`config.mk`:
```
export PLATFORM = sky130hd
export DESIGN_NAME = weight_fetch_ctrl
export DESIGN_NICKNAME = d
export VERILOG_FILES = /design/src/rtl/weight_fetch_ctrl_pkg.sv /design/src/rtl/weight_fetch_fifo.sv /design/src/rtl/weight_fetch_ctrl.sv
export SDC_FILE = /design/constraint.sdc
export NUM_CORES = 1
export LEC_CHECK = 0
export ABC_AREA = 1
export BUFFER_PORTS_ARGS = -buffer_cell sky130_fd_sc_hd__buf_2
export CAP_MARGIN = 30
export CORE_AREA = 10 10 225 227
export DETAILED_ROUTE_END_ITERATION = 16
export DIE_AREA = 0 0 235 237
export PLACE_DENSITY = 0.65
export SLEW_MARGIN = 20
export SYNTH_ARGS = -nofsm -noshare
export SYNTH_HDL_FRONTEND = slang
export SYNTH_SLANG_ARGS = --single-unit
```
`constraint.sdc`:
```
create_clock -name clk -period 7.6 [get_ports clk]
set_input_delay 0.76 -clock clk [delete_from_list [all_inputs] [get_ports clk]]
set_output_delay 0.76 -clock clk [all_outputs]
set_load 0.05 [all_outputs]
```
`src/rtl/weight_fetch_ctrl_pkg.sv`:
```
// weight_fetch_ctrl_pkg: shared types and constants for the weight-buffer fetch path
package weight_fetch_ctrl_pkg;
  localparam int BYTE_WIDTH = 8;
  localparam int WEIGHT_ADDRESS_WIDTH = 15;
  localparam int WEIGHT_READ_LATENCY = 3;
  typedef logic [BYTE_WIDTH-1:0] BYTE_TYPE;
  typedef logic [WEIGHT_ADDRESS_WIDTH-1:0] weight_address_type;
  typedef enum logic [1:0] {IDLE, FETCH, DRAIN} fetch_state_t;
endpackage

```
`src/rtl/weight_fetch_fifo.sv`:
```
// weight_fetch_fifo: first-word-fall-through FIFO of {last, row}
module weight_fetch_fifo #(
  parameter int DEPTH = 4,
  parameter int W = 113
) (
  input  logic clk,
  input  logic rst,
  input  logic push,
  input  logic [W-1:0] din,
  input  logic pop,
  output logic [W-1:0] dout,
  output logic [$clog2(DEPTH+1)-1:0] count,
  output logic empty,
  output logic full
);
  localparam int CW = $clog2(DEPTH+1);
  localparam int PW = DEPTH > 1 ? $clog2(DEPTH) : 1;
  logic [W-1:0] mem [DEPTH];
  logic [PW-1:0] wr_ptr, rd_ptr;
  logic do_push, do_pop;
  assign empty = count == '0;
  assign full = count == CW'(DEPTH);
  assign do_pop = pop && !empty;
  assign do_push = push && (!full || do_pop);
  assign dout = empty ? '0 : mem[rd_ptr];
  always_ff @(posedge clk) begin
    if (rst) begin
      wr_ptr <= '0;
      rd_ptr <= '0;
      count <= '0;
    end else begin
      if (do_push) mem[wr_ptr] <= din;
      wr_ptr <= do_push ? (wr_ptr == PW'(DEPTH-1) ? '0 : wr_ptr + 1'b1) : wr_ptr;
      rd_ptr <= do_pop ? (rd_ptr == PW'(DEPTH-1) ? '0 : rd_ptr + 1'b1) : rd_ptr;
      count <= count + CW'(do_push) - CW'(do_pop);
    end
  end
endmodule

```
`src/rtl/weight_fetch_ctrl.sv`:
```
// weight_fetch_ctrl: issues sequential weight-buffer reads and streams rows out under credit control
module weight_fetch_ctrl
  import weight_fetch_ctrl_pkg::*;
#(
  parameter int MATRIX_WIDTH = 14,
  parameter int TILE_WIDTH = 32768,
  parameter int READ_LATENCY = WEIGHT_READ_LATENCY,
  parameter int FIFO_DEPTH = 4,
  parameter int ROWS_WIDTH = 16
) (
  input  logic clk,
  input  logic rst,
  input  logic cmd_valid,
  output logic cmd_ready,
  input  weight_address_type cmd_addr,
  input  logic [ROWS_WIDTH-1:0] cmd_rows,
  output weight_address_type wb_address,
  output logic wb_en,
  output logic wb_write_en,
  output logic wb_enable,
  input  BYTE_TYPE [MATRIX_WIDTH-1:0] wb_read_data,
  output logic out_valid,
  input  logic out_ready,
  output BYTE_TYPE [MATRIX_WIDTH-1:0] out_data,
  output logic out_last,
  output logic busy
);
  localparam int RW = MATRIX_WIDTH * BYTE_WIDTH;
  localparam int CW = $clog2(FIFO_DEPTH+1);
  localparam int IW = $clog2(READ_LATENCY+1);
  localparam int OW = 8;
  fetch_state_t state;
  weight_address_type next_addr;
  logic [ROWS_WIDTH-1:0] remaining;
  logic [READ_LATENCY-1:0] vld_sr, last_sr;
  logic [IW-1:0] inflight;
  logic [CW-1:0] fifo_count;
  logic [RW:0] fifo_dout;
  logic fifo_empty, fifo_full, push, pop, issue, last_issue;
  assign push = vld_sr[READ_LATENCY-1];
  assign pop = out_valid && out_ready;
  // every issued row already owns a FIFO slot, so the buffer pipeline never needs to stall
  assign issue = !rst && state == FETCH && remaining != '0 &&
                 OW'(inflight) + OW'(fifo_count) - OW'(pop) < OW'(FIFO_DEPTH);
  assign last_issue = issue && remaining == ROWS_WIDTH'(1);
  assign wb_en = issue;
  assign wb_address = next_addr;
  assign wb_write_en = 1'b0;
  assign wb_enable = !rst;
  assign cmd_ready = !rst && state == IDLE;
  assign busy = state != IDLE;
  assign out_valid = !fifo_empty;
  assign out_last = fifo_dout[RW];
  assign out_data = fifo_dout[RW-1:0];
  always_ff @(posedge clk) begin
    if (rst) begin
      state <= IDLE;
      next_addr <= '0;
      remaining <= '0;
      vld_sr <= '0;
      last_sr <= '0;
      inflight <= '0;
    end else begin
      vld_sr <= {vld_sr[READ_LATENCY-2:0], issue};
      last_sr <= {last_sr[READ_LATENCY-2:0], last_issue};
      inflight <= inflight + IW'(issue) - IW'(push);
      case (state)
        IDLE: if (cmd_valid) begin
          next_addr <= cmd_addr;
          remaining <= cmd_rows;
          state <= cmd_rows != '0 ? FETCH : IDLE;
        end
        FETCH: if (issue) begin
          next_addr <= next_addr == weight_address_type'(TILE_WIDTH-1) ? '0 : next_addr + 1'b1;
          remaining <= remaining - 1'b1;
          state <= last_issue ? DRAIN : FETCH;
        end
        default: state <= inflight == '0 && fifo_count == CW'(pop) ? IDLE : DRAIN;
      endcase
    end
  end
  always_ff @(posedge clk) if (!rst) assert (!(push && fifo_full && !pop));
  weight_fetch_fifo #(.DEPTH(FIFO_DEPTH), .W(RW+1)) u_fifo (
    .clk(clk),
    .rst(rst),
    .push(push),
    .din({last_sr[READ_LATENCY-1], wb_read_data}),
    .pop(pop),
    .dout(fifo_dout),
    .count(fifo_count),
    .empty(fifo_empty),
    .full(fifo_full)
  );
endmodule

```
**Yosys cells after proc, flatten, opt, wreduce, memory -nomap -nowiden**

Memory sizes are Yosys's and may differ from the RTL's. A register that Yosys moved wholly into a read port is not among the register bits.
Cells that the tools add are included.

- Output and inout port bits: 134
- Word-level logic and storage cells: 73
- Memories: 1
- Bits of input ports: 147
- Memory bits (writable): 452
- Bits in registers: 48

Memory list:

| memory | depth | bits a word | read ports | clocked after Yosys merged registers in | wr ports | RTL line | text |
|---|---|---|---|---|---|---|---|
| u_fifo.mem | 4 | 113 | 1 | 1 | 1 | weight_fetch_fifo.sv:18 | `logic [W-1:0] mem [DEPTH];` |

- Reductions and logical operators: 22
- Add/subtract/negate cells: 10
- Eq/ne operators: 9
- Muxes and demuxes: 21
- Order comparisons: 1

Operator list:

| kind | count |
|---|---|
| $mux 113 | 1 |
| $mux 15 | 3 |
| $mux 16 | 2 |
| $pmux 16 s2 | 1 |
| $reduce_bool 16->1 | 2 |
| $pmux 15 s2 | 1 |
| $eq 16x1->1 const B | 1 |
| $mux 2 | 8 |
| $sub 16x1->16 const B | 1 |
| $add 15x1->15 const B | 1 |
| $eq 15x15->1 const B | 1 |
| $logic_and 1x1->1 | 9 |
| $lt 8x3->1 const B | 1 |
| $sub 4x1->5 | 1 |
| $add 2x1->2 const B | 2 |
| $add 2x3->4 | 1 |
| $eq 2x2->1 const B | 2 |
| $logic_not 2->1 | 2 |
| $mux 1 | 4 |
| $ne 2x2->1 const B | 2 |
| $pmux 2 s2 | 1 |
| $reduce_bool 2->1 | 2 |
| $add 3x1->3 | 1 |
| $eq 3x1->1 | 1 |
| other kinds (10) | 12 |

**Longest topological paths before layout**

- Depth in word-level cells: 10
- Depth in mapped cells: 18
- Gate-level depth less buffers: 17

**Hierarchy**

A second synthesis with hierarchy kept.

- Cells, all modules: 1888
- Area, all modules: 20751.2 µm²

Modules (own cells, without submodules):

| module | instances | cells an instance | seq. area each (µm²) | area each (µm²) |
|---|---|---|---|---|
| weight_fetch_fifo | 1 | 1403 | 13753.2 | 17913.4 |
| weight_fetch_ctrl | 1 | 485 | 820.8 | 2837.7 |

**Worst setup path after synthesis**

Ideal clock, no wire load.

- Path kind: input -> register
- Start: in rst
- End: mem u_fifo.mem[0][0] (enable)
- Cell stages on the path: 4
- Setup slack: 1.101 ns
- Arrival time: 5.912 ns
- Data required time: 7.014 ns
- Path buffers: 1
- Library setup time: 0.586 ns
- Cell sequence: inv_1 > clkbuf_1 > nand2_1 > nor2_1

- Cells in the longest elaborated chain, start to end: 2

RTL lines:

| what | RTL line | text |
|---|---|---|
| start, declared | weight_fetch_ctrl.sv:12 | `input logic rst,` |
| $mux 1 | weight_fetch_fifo.sv:27 | `if (rst) begin` |
| $mux 1 (implied by the code) | weight_fetch_fifo.sv:32 | `if (do_push) mem[wr_ptr] <= din;` |
| end, declared | weight_fetch_fifo.sv:18 |  |

Every way passes these cells.

==> summary.md <==
| Metric | Value |
|---|---|
| Status | complete, no violations |
| Static Leakage | 9.19 nW |
| First DRT Iteration DRCs | 1,055 |
| RSZ-0062 raised after global routing | no |
| Final setup violation count | 0 |
| Clk Tree Root Cell | clkbuf_16 |
| Final WS setup | 3.33 ns |
| Post-synth top flop | edfxtp_1 |
| Achievable Freq | 234 MHz |
| Die W | 235 um |
| PD cells | 383 nW/um^2 |
| Fin crit share | 56.2% |
| Post-Synth Adder-Cell Area | 1.07% |
| Ys async rst share | 0% |
| CP max FO | 97 |
| GRT overflow | 0 |
| Setup CP Type | reg -> out |
| Multi-input gate area | 5320 um^2 |
| Site Rows | 79 |
| Initial antenna violation count | 16 |
| Post-DP HPWL | 29.8 mm |
| Post-Syn Instances | 1,865 |
| Final Max Slew Viols | 0 |
| Avg WL per Cell | 18.3 um |
| Reg area | 14,600 um^2 |
| Post-Syn Nets | 2,029 |
| Post-synth EDFFs | 452 |
| Via count | 14,200 |
| Syn_area_per_cell | 11.0 um^2 |
| Synth unique cells | 37 |
| Initial Utilization | 44.6% |
| Drt total wl | 50.6 mm |
| Reg clk slew, reported paths | 0.06 ns |
| Setup_tns | 0 ns |
| Vias per Instance | 5.12 |
| Mux contribution to synthesized area | 0.0486% |
| Final-layout fill cell count | 3,983 |
| Worst VDD drop | 0.330 mV |
| Largest net degree at the start of global routing | 99 |
| Synthesized area | 20,600 um^2 |
| Post-CTS Hold Fix Bufs | 0 |
| Vias in the first global route | 14,200 |
| Slew Limit Headroom | 36.6% |
| Sequential share of the synthesized area | 70.8% |
| IO Pins | 281 |
| First-pass GRT wire length | 78.2 mm |
| Setup Skew | 0.0162 ns |
| Total core area | 46,200 um^2 |
| Global placement routability congestion | 0.839 |
| Worst min path class | in -> reg |
| Die Ht | 237 um |
| Nets | 2,278 |
| Final Hold Vio Count | 0 |
| #FFs+latches synth | 502 |
| # Max-Cap Violations | 0 |
| Post-CTS Setup Inserts | 0 |
| Gr usage total | 17.5% |
| CTS tree | built |
| Dpl ws | 3.80 ns |
| Xor and xnor area share after synthesis | 0.383% |
| Minimum clock period | 4.27 ns |
| Cts repair resizes | 0 |
| Clk Latency, worst-skew pair | 0.59 ns |
| TritonCTS buffer count | 52 |
| Main combinational cell family by area after synthesis | simple AND/OR/NAND/NOR gates |
| Crit path required time | 6.84 ns |
| PortBufs | 279 |
| Synth warn | 0 |
| Element type at the critical path end | output pin |
| H-tree levels | 2 |
| Worst hold slack | 0.374 ns |
| Die ar. | 55,700 um^2 |
| Synthesis-to-finish area growth | 18.3% |
| Routed Antenna Nets | 0 |
| Post-Synth Simple-Gate Area | 14.8% |
| Layout cells sized above 1 | 18.4% |
| CP arrival | 3.51 ns |
| CP Launch Type | flop |
| Post-Route Utilization | 52.7% |
| DRT Pass-1 Iters | 5 |
| Remaining DRCs | 0 |
| Clock Tree Buf Depth | 3 |
| Clock sinks | 502 |
| Synth Area in Compound Gates | 9.40% |
| Actual slew at the worst max-slew pin | 0.950 ns |
[layer usage]
metal | vias up | share of wire [%] | global-route usage, %
li1 | 6928 | - | -
met1 | 6794 | 42 | 21.2
met2 | 371 | 48 | 29.6
met3 | 86 | 6.8 | 4.76
met4 | 18 | 2.2 | 6.08
met5 | - | 0.23 | 0
[registers in the layout (all words and copies together), names as in the netlist, named ones only]
register       count
wb_address        15
u_fifo.mem       452
u_fifo.rd_ptr      2
vld_sr             3
state              2
u_fifo.wr_ptr      2
last_sr            3
u_fifo.count       3
inflight           2
remaining         16
[cells in the final DEF, fill, tap and decap left out, drive strengths merged, types with 6 or more instances in the layout]
master | Yosys | final
nand4 | 11 | 11
xor2 | 9 | 9
ha | 16 | 16
bufinv | 0 | 6
a21oi | 120 | 120
o21ai | 259 | 259
clkbuf | 73 | 60
buf | 30 | 298
nand3 | 28 | 28
inv | 77 | 79
nor2 | 563 | 563
dfxtp | 50 | 50
edfxtp | 452 | 452
nand2 | 155 | 155
clkinv | 3 | 28
diode | 0 | 8
[final timing paths]
kind	startpoint	to	slack, ns	cells past startpoint
min	wb_read_data[53]	u_fifo.mem[2][53]	0.37	1
max	flop	out_data[11]	3.33	6
min reg2reg	vld_sr[1]	vld_sr[2]	0.40	2
max reg2reg	u_fifo.count[2]	wb_address[8]	4.18	15
[worst max-delay path, stage by stage (launching register included)]
cell     delay, ns
dfxtp_4       0.41
buf_16        0.22
inv_4         0.66
buf_4         0.70
o21ai_0       0.19
a21oi_1       0.29
buf_2         0.32
[where the power goes]
group	switching [W]	total (W)	internal [W]
Sequential	0.0000939	0.00315	0.00306
Combinational	0.00289	0.00367	0.000777
Clock	0.00104	0.00250	0.00146
Total	0.00403	0.00933	0.00530
[kinds of logic (layout without fill, tap and decap cells)]
kind of cell,after synthesis,after routing
simple gates,768,768
flops,502,502
compound gates,384,384
buf+inv,183,475
fa+ha+maj,17,17
xor+xnor,9,9
other cells,1,9
mux,1,1
[metrics by stage]
stage | area, um^2 | total power (W) | std cells
after detailed placement | 22500 | 0.00688 | 2663
after global routing | 24300 | 0.00977 | 2770
final | 24300 | 0.00933 | 2772
after global placement | 22500 | 0.00685 | 2662
after CTS | 24200 | 0.00939 | 2760
after floorplan | 20600 | 0.00588 | 1865
[area by class of cell]
| cell class | count | share of cell area, % |
|---|---|---|
| antenna | 8 | 0.0822 |
| clock buffer | 60 | 5.47 |
| clock inverter | 37 | 1.48 |
| inverter | 80 | 1.27 |
| multi-input combinational | 1180 | 21.8 |
| sequential | 502 | 59.9 |
| tap | 607 | 3.12 |
| timing repair buffer | 298 | 6.83 |
[Yosys cell counts (3+ instances only)]
cell      count  area, um^2
nand4_1      11        68.8
o21ai_0     257        1290
dfxtp_1      50        1000
inv_2         3        11.3
nand2_1     151         567
buf_1        20        75.1
a21oi_1     120         601
ha_1         16         200
clkinv_1      3        11.3
clkbuf_1     73         274
a31oi_1       3        18.8
nor4_1        4        25.0
inv_1        74         278
xor2_1        9        78.8
nor2_1      559        2100
or2_2         3        18.8
buf_2         7        35.0
nand3_1      26         130
edfxtp_1    452       13600
Power figures use the tool's default switching activity.
